## config.mk

```make
export PLATFORM = sky130hd
export DESIGN_NAME = flex_counter_ud_flat
export DESIGN_NICKNAME = d
export VERILOG_FILES = /design/src/rtl/flex_counter_ud_if.sv /design/src/rtl/flex_counter_ud.sv /design/src/flat_wrapper.sv
export SDC_FILE = /design/constraint.sdc
export NUM_CORES = 1
export LEC_CHECK = 0
export ABC_AREA = 1
export BUFFER_PORTS_ARGS = -buffer_cell sky130_fd_sc_hd__buf_2
export CAP_MARGIN = 20
export CORE_MARGIN = 2
export CORE_UTILIZATION = 38
export CTS_CLUSTER_SIZE = 14
export DETAILED_ROUTE_END_ITERATION = 8
export PLACE_DENSITY = 0.68
export SETUP_SLACK_MARGIN = 0.15
export SYNTH_ARGS = -nofsm -noshare
export SYNTH_HDL_FRONTEND = slang
export SYNTH_SLANG_ARGS = --single-unit
```

## constraint.sdc

```tcl
create_clock -name clk -period 2.3 [get_ports clk]
set_clock_uncertainty 0.15 [all_clocks]
set_input_delay 0.46 -clock clk [delete_from_list [all_inputs] [get_ports clk]]
set_output_delay 0.46 -clock clk [all_outputs]
set_load 0.01 [all_outputs]
```

## src/rtl/flex_counter_ud_if.sv

```systemverilog
// Control/status bundle for flex_counter_ud. The master drives the controls
// and observes the count; the slave is the counter itself.
interface flex_counter_ud_if #(
  parameter int unsigned NUM_CNT_BITS = 4
) ();

  logic                    clear;
  logic                    load;
  logic [NUM_CNT_BITS-1:0] load_val;
  logic                    count_enable;
  logic                    dir;
  logic                    one_shot;
  logic [NUM_CNT_BITS-1:0] start_val;
  logic [NUM_CNT_BITS-1:0] rollover_val;

  logic [NUM_CNT_BITS-1:0] count_out;
  logic                    rollover_flag;
  logic                    wrap_pulse;
  logic                    done;

  modport master (
    output clear,
    output load,
    output load_val,
    output count_enable,
    output dir,
    output one_shot,
    output start_val,
    output rollover_val,
    input  count_out,
    input  rollover_flag,
    input  wrap_pulse,
    input  done
  );

  modport slave (
    input  clear,
    input  load,
    input  load_val,
    input  count_enable,
    input  dir,
    input  one_shot,
    input  start_val,
    input  rollover_val,
    output count_out,
    output rollover_flag,
    output wrap_pulse,
    output done
  );

endinterface

```

## src/rtl/flex_counter_ud.sv

```systemverilog
// Up/down counter between start_val and rollover_val with wrap or one-shot
// behaviour, synchronous clear/load, registered terminal flag and wrap pulse.
module flex_counter_ud #(
  parameter int unsigned                NUM_CNT_BITS = 4,
  parameter logic [NUM_CNT_BITS-1:0]    RESET_VAL    = '0
) (
  input logic               clk,
  input logic               n_rst,
  flex_counter_ud_if.slave  ctr
);

  localparam logic [NUM_CNT_BITS-1:0] CntOne = NUM_CNT_BITS'(1);

  typedef enum logic [0:0] {
    StCount,
    StDone
  } state_e;

  state_e                  state_q, state_d;
  logic [NUM_CNT_BITS-1:0] count_q, count_d;
  logic                    flag_q, flag_d;
  logic                    pulse_q, pulse_d;

  logic [NUM_CNT_BITS-1:0] term_val;
  logic [NUM_CNT_BITS-1:0] wrap_val;
  logic [NUM_CNT_BITS-1:0] step_val;
  logic                    at_bound;
  logic                    step;

  // Direction selects which bound terminates the run and which one we wrap to.
  assign term_val = ctr.dir ? ctr.start_val    : ctr.rollover_val;
  assign wrap_val = ctr.dir ? ctr.rollover_val : ctr.start_val;
  assign step_val = ctr.dir ? (count_q - CntOne) : (count_q + CntOne);

  // Inclusive compares also catch a count left outside a shrunk range.
  assign at_bound = ctr.dir ? (count_q <= ctr.start_val) : (count_q >= ctr.rollover_val);
  assign step     = ctr.count_enable && (state_q == StCount);

  always_comb begin
    state_d = state_q;
    count_d = count_q;
    flag_d  = flag_q;
    pulse_d = 1'b0;

    if (ctr.clear) begin
      state_d = StCount;
      count_d = RESET_VAL;
      flag_d  = 1'b0;
    end else if (ctr.load) begin
      state_d = StCount;
      count_d = ctr.load_val;
      flag_d  = 1'b0;
    end else if (step) begin
      if (!at_bound) begin
        count_d = step_val;
        flag_d  = (step_val == term_val);
      end else if (ctr.one_shot) begin
        // Stopped step: the count stays put and the counter parks until clear/load.
        state_d = StDone;
        flag_d  = (count_q == term_val);
      end else begin
        count_d = wrap_val;
        flag_d  = (wrap_val == term_val);
        pulse_d = 1'b1;
      end
    end
  end

  always_ff @(posedge clk or negedge n_rst) begin
    if (!n_rst) begin
      state_q <= StCount;
      count_q <= RESET_VAL;
      flag_q  <= 1'b0;
      pulse_q <= 1'b0;
    end else begin
      state_q <= state_d;
      count_q <= count_d;
      flag_q  <= flag_d;
      pulse_q <= pulse_d;
    end
  end

  assign ctr.count_out     = count_q;
  assign ctr.rollover_flag = flag_q;
  assign ctr.wrap_pulse    = pulse_q;
  assign ctr.done          = (state_q == StDone);

  // A wrap pulse only follows a wrap-mode step, which never parks the counter.
  pulse_excludes_done_a : assert property (
    @(posedge clk) disable iff (!n_rst) !(pulse_q && (state_q == StDone))
  );

endmodule

```

## src/flat_wrapper.sv

```systemverilog
// flat-port wrapper written by rule: the top's interface ports become plain ports
module flex_counter_ud_flat 
#(
  parameter int unsigned                NUM_CNT_BITS = 4,
  parameter logic [NUM_CNT_BITS-1:0]    RESET_VAL    = '0
)
  (clk, n_rst, ctr_clear, ctr_load, ctr_load_val, ctr_count_enable, ctr_dir, ctr_one_shot, ctr_start_val, ctr_rollover_val, ctr_count_out, ctr_rollover_flag, ctr_wrap_pulse, ctr_done);
  flex_counter_ud_if #(.NUM_CNT_BITS(NUM_CNT_BITS)) ctr_i ();
  input logic clk;
  input logic n_rst;
  input wire logic [$bits(ctr_i.clear)-1:0] ctr_clear;
  input wire logic [$bits(ctr_i.load)-1:0] ctr_load;
  input wire logic [$bits(ctr_i.load_val)-1:0] ctr_load_val;
  input wire logic [$bits(ctr_i.count_enable)-1:0] ctr_count_enable;
  input wire logic [$bits(ctr_i.dir)-1:0] ctr_dir;
  input wire logic [$bits(ctr_i.one_shot)-1:0] ctr_one_shot;
  input wire logic [$bits(ctr_i.start_val)-1:0] ctr_start_val;
  input wire logic [$bits(ctr_i.rollover_val)-1:0] ctr_rollover_val;
  output wire logic [$bits(ctr_i.count_out)-1:0] ctr_count_out;
  output wire logic [$bits(ctr_i.rollover_flag)-1:0] ctr_rollover_flag;
  output wire logic [$bits(ctr_i.wrap_pulse)-1:0] ctr_wrap_pulse;
  output wire logic [$bits(ctr_i.done)-1:0] ctr_done;
  assign ctr_i.clear = ctr_clear;
  assign ctr_i.load = ctr_load;
  assign ctr_i.load_val = ctr_load_val;
  assign ctr_i.count_enable = ctr_count_enable;
  assign ctr_i.dir = ctr_dir;
  assign ctr_i.one_shot = ctr_one_shot;
  assign ctr_i.start_val = ctr_start_val;
  assign ctr_i.rollover_val = ctr_rollover_val;
  assign ctr_count_out = ctr_i.count_out;
  assign ctr_rollover_flag = ctr_i.rollover_flag;
  assign ctr_wrap_pulse = ctr_i.wrap_pulse;
  assign ctr_done = ctr_i.done;
  flex_counter_ud #(.NUM_CNT_BITS(NUM_CNT_BITS), .RESET_VAL(RESET_VAL)) u_core (.clk(clk), .n_rst(n_rst), .ctr(ctr_i));
endmodule
```

==> results.cfg <==
[critical_path]
crit_path_frequent_cell = nand2_2
rrSetupSlack_ns = 0.26
startpoint_type = flip-flop
critPathArrivalTime_ns = 2.02
r2r_cells = 11
required_ns = 2.28
crit_path_max_incr_delay_ns = 0.46
reg2reg_to = u_core.ctr.count_out[1]
critPathCapture = u_core.ctr.count_out[1]
r2r-start = u_core.ctr.count_out[3]
worstPathMaxFanout = 9
worstSetupEndpointType = flip-flop
path_cells = ha_4 -> nand2_1 -> o21a_1 -> nand2_2 -> nand2_4 -> inv_4 -> nand2_2 -> a21oi_4 -> inv_2 -> nand2_2 -> o21ai_1
criticalPathCategory = reg2reg
crit_start = u_core.ctr.count_out[3]
slowest_stage = dfrtp_1

[grt]
grt_pass1_vias = 914
overflow = 0
grtUsageTotal = 0.1738
antenna_found_initial = 0
grt_max_degree = 20
grt_pass1_wl_mm = 3.808

[synthesis]
syn-cell-area_sq_um = 959.7
avgSynthCellArea_sq_um = 6.232
synth-seq-cells = 7
synth_cell_types = 25
synth_edf_count = 0
synthArstFlopShare = 1.000
syn_inst = 154
yosysSeqAreaShare = 0.1825
yosysWarnings = 0
synth_ff_type = dfrtp_1
syn_nets = 184

[place]
io_buffers = 25
hpwlAfterDp_mm = 1.927
place_ws_ns = 0.1446
place_area_sq_um = 1122
gp_congestion = 0.8978
dp_cells = 210

[run]
maxCapViolations = 0

[sta]
min_period_ns = 2.039
fin_setup_tns_ns = 0
post-route-period-util = 0.8865
setup_viol = 0
relSlewSlack = 0.7962
finalMaxSlewViolations = 0
hold_viol = 0
rsz0062_at_grt = yes
worst_pin_slew_ns = 0.3029
fmax_mhz = 490.4
layout_setup_ws_ns = 0.2609

[floorplan]
dieHeight_um = 54.26
core_region_area_sq_um = 2432
rows = 18
die_w_um = 54.26
pin_count = 26
start_util = 0.3945
die-area_sq_um = 2944

[layout]
final_nets = 217
antenna_cells = 0
areaGrowthSynthToFinish_pct = 23.21
design_area_sq_um = 1182
fin_util = 0.4861
final_layout_size_suffix_gt1_frac = 0.2419
layoutNonFillerInstCount = 216

[clock_network]
numClockSinks = 7
cts_inserted_buffers = 3
clk_pin_slew_ns = 0.05
clk_root_buffer_cell = clkbuf_4
cts_buffer_depth = 2
cts_tree = done
htree_levels = 1
insertion_delay_ns = 0.25

[power_and_ir_drop]
p_switching_w = 0.0002523
power_density_nw_per_um2 = 493.2
intPower_w = 0.0003309
netSwitchingFraction = 0.4326
leakagePower_nw = 0.6920
vdd_drop_max_mv = 0.3927
pwr-share-seq = 0.261
clkPwrFrac = 0.186
power_frac_comb = 0.554

[routing]
drc = 0
viasPerCell = 4.722
vias = 1020
drtIter0Drc = 16
dr.pass1.iters = 4
antenna_left = 0
wl_per_cell_um = 10.57
wirelength_mm = 2.284

[worst_hold_path]
hp-class = in2reg
hold_start = ctr_load_val[2]

[run_status]
status = finished, final reports clean
-- registers in the layout, indices dropped and copies added, names as in the netlist --
| signal | cells |
|---|---|
| u_core.ctr.done | 1 |
| u_core.ctr.wrap_pulse | 1 |
| u_core.ctr.count_out | 4 |
| u_core.ctr.rollover_flag | 1 |
-- power groups by stage --
stage	sequential, W	combinational (W)	clock [W]
2_1_floorplan	0.000158	0.000216	0
3_3_place_gp	0.000151	0.000308	0
3_5_place_dp	0.000151	0.000314	0
4_1_cts	0.000150	0.000317	0.000111
5_1_grt	0.000153	0.000375	0.000122
6_report	0.000152	0.000323	0.000108
-- worst max-delay path: cells and delay by family, from the launching register on --
family                   cells  cell delay [ns]
buffers and inverters        2             0.14
adder cells (fa/ha/maj)      1             0.30
AO/OA/AOI/OAI                3             0.46
AND/OR/NAND/NOR              5             0.41
flip-flops                   1             0.46
-- layout by cell type, fill, tap and decap left out --
| cell type | n |
|---|---|
| xor2_1 | 1 |
| nand2_2 | 5 |
| fa_1 | 1 |
| xnor2_1 | 2 |
| nor2_1 | 6 |
| buf_2 | 25 |
| nand3_1 | 10 |
| dfrtp_1 | 6 |
| mux2i_1 | 1 |
| nand3b_1 | 1 |
| a21oi_4 | 1 |
| o21ai_1 | 4 |
| nand4_1 | 1 |
| dfrtp_2 | 1 |
| nand2_1 | 51 |
| buf_4 | 5 |
| inv_1 | 22 |
| ha_1 | 9 |
| a21oi_1 | 6 |
| o21ai_0 | 15 |
| clkinv_1 | 1 |
| nor4_1 | 1 |
| inv_4 | 1 |
| clkbuf_1 | 1 |
| ha_4 | 1 |
| inv_2 | 2 |
| o21a_1 | 1 |
| dlygate4sd3_1 | 1 |
| nand2_4 | 1 |
| clkbuf_4 | 3 |
-- layer usage --
metal  global-route usage  vias to the layer above  wire length, um
met3              0.03279                        2               84
met1               0.2295                      438             1091
met2               0.3112                       24             1083
met5                    0                        -                0
met4                    0                        0               25
li1                     -                      556                -
-- Yosys cell counts (2+ instances only) --
| cell type | n | share of area |
|---|---|---|
| nand2_2 | 4 | 0.026 |
| o21ai_0 | 15 | 0.078 |
| buf_6 | 2 | 0.023 |
| a21oi_1 | 6 | 0.031 |
| nor2_1 | 6 | 0.023 |
| inv_1 | 23 | 0.090 |
| ha_1 | 10 | 0.13 |
| o21ai_1 | 4 | 0.021 |
| nand3_1 | 10 | 0.052 |
| nand2_1 | 52 | 0.20 |
| dfrtp_1 | 7 | 0.18 |
| xnor2_1 | 2 | 0.018 |
-- area by class of cell --
class,count,area (sq um)
fillers,261,1250
multi-input cells,118,669.4
flip-flops and latches,7,176.4
repair buffers,31,172.7
inverters,26,100.1
well taps,30,37.54
clock buffers,4,26.28
-- worst min-delay path by stage --
| stage | end | slack (ns) | cells after the start |
|---|---|---|---|
| floorplan | u_core.ctr.count_out[0] | 0.01 | 0 |
| global placement | u_core.ctr.wrap_pulse | 0.15 | 1 |
| detailed placement | u_core.ctr.rollover_flag | 0.15 | 1 |
| CTS | u_core.ctr.count_out[2] | 0.36 | 3 |
| global route | u_core.ctr.wrap_pulse | 0.41 | 3 |
| finish | u_core.ctr.count_out[2] | 0.36 | 3 |
-- cells by family (layout without fill, tap and decap cells) --
group	after synthesis	in the layout	share of synthesized area
multiplexers	1	1	0.01043
flip-flops	7	7	0.1825
AND/OR/NAND/NOR	76	76	0.3377
adder cells (fa/ha/maj)	11	11	0.1512
buffers and inverters	29	61	0.1356
AO/OA/AOI/OAI	27	27	0.1552
XOR/XNOR	3	3	0.02738
-- what timing repair did --
| item | CTS | global route |
|---|---|---|
| hold endpoints to repair | 7 | 0 |
| hold buffers | 1 | 0 |
| resized for setup | 0 | 4 |
| setup endpoints to repair | 0 | 4 |
| buffers inserted | 0 | 1 |
-- metrics by stage --
stage	power [W]	hold slack [ns]
after CTS	0.0005776	0.3605
after floorplan	0.0003739	0.01441
final	0.0005832	0.3621
after detailed placement	0.0004652	0.1491
after global placement	0.0004590	0.1451
after global routing	0.0006502	0.4086
(Power assumes the default switching activity.)
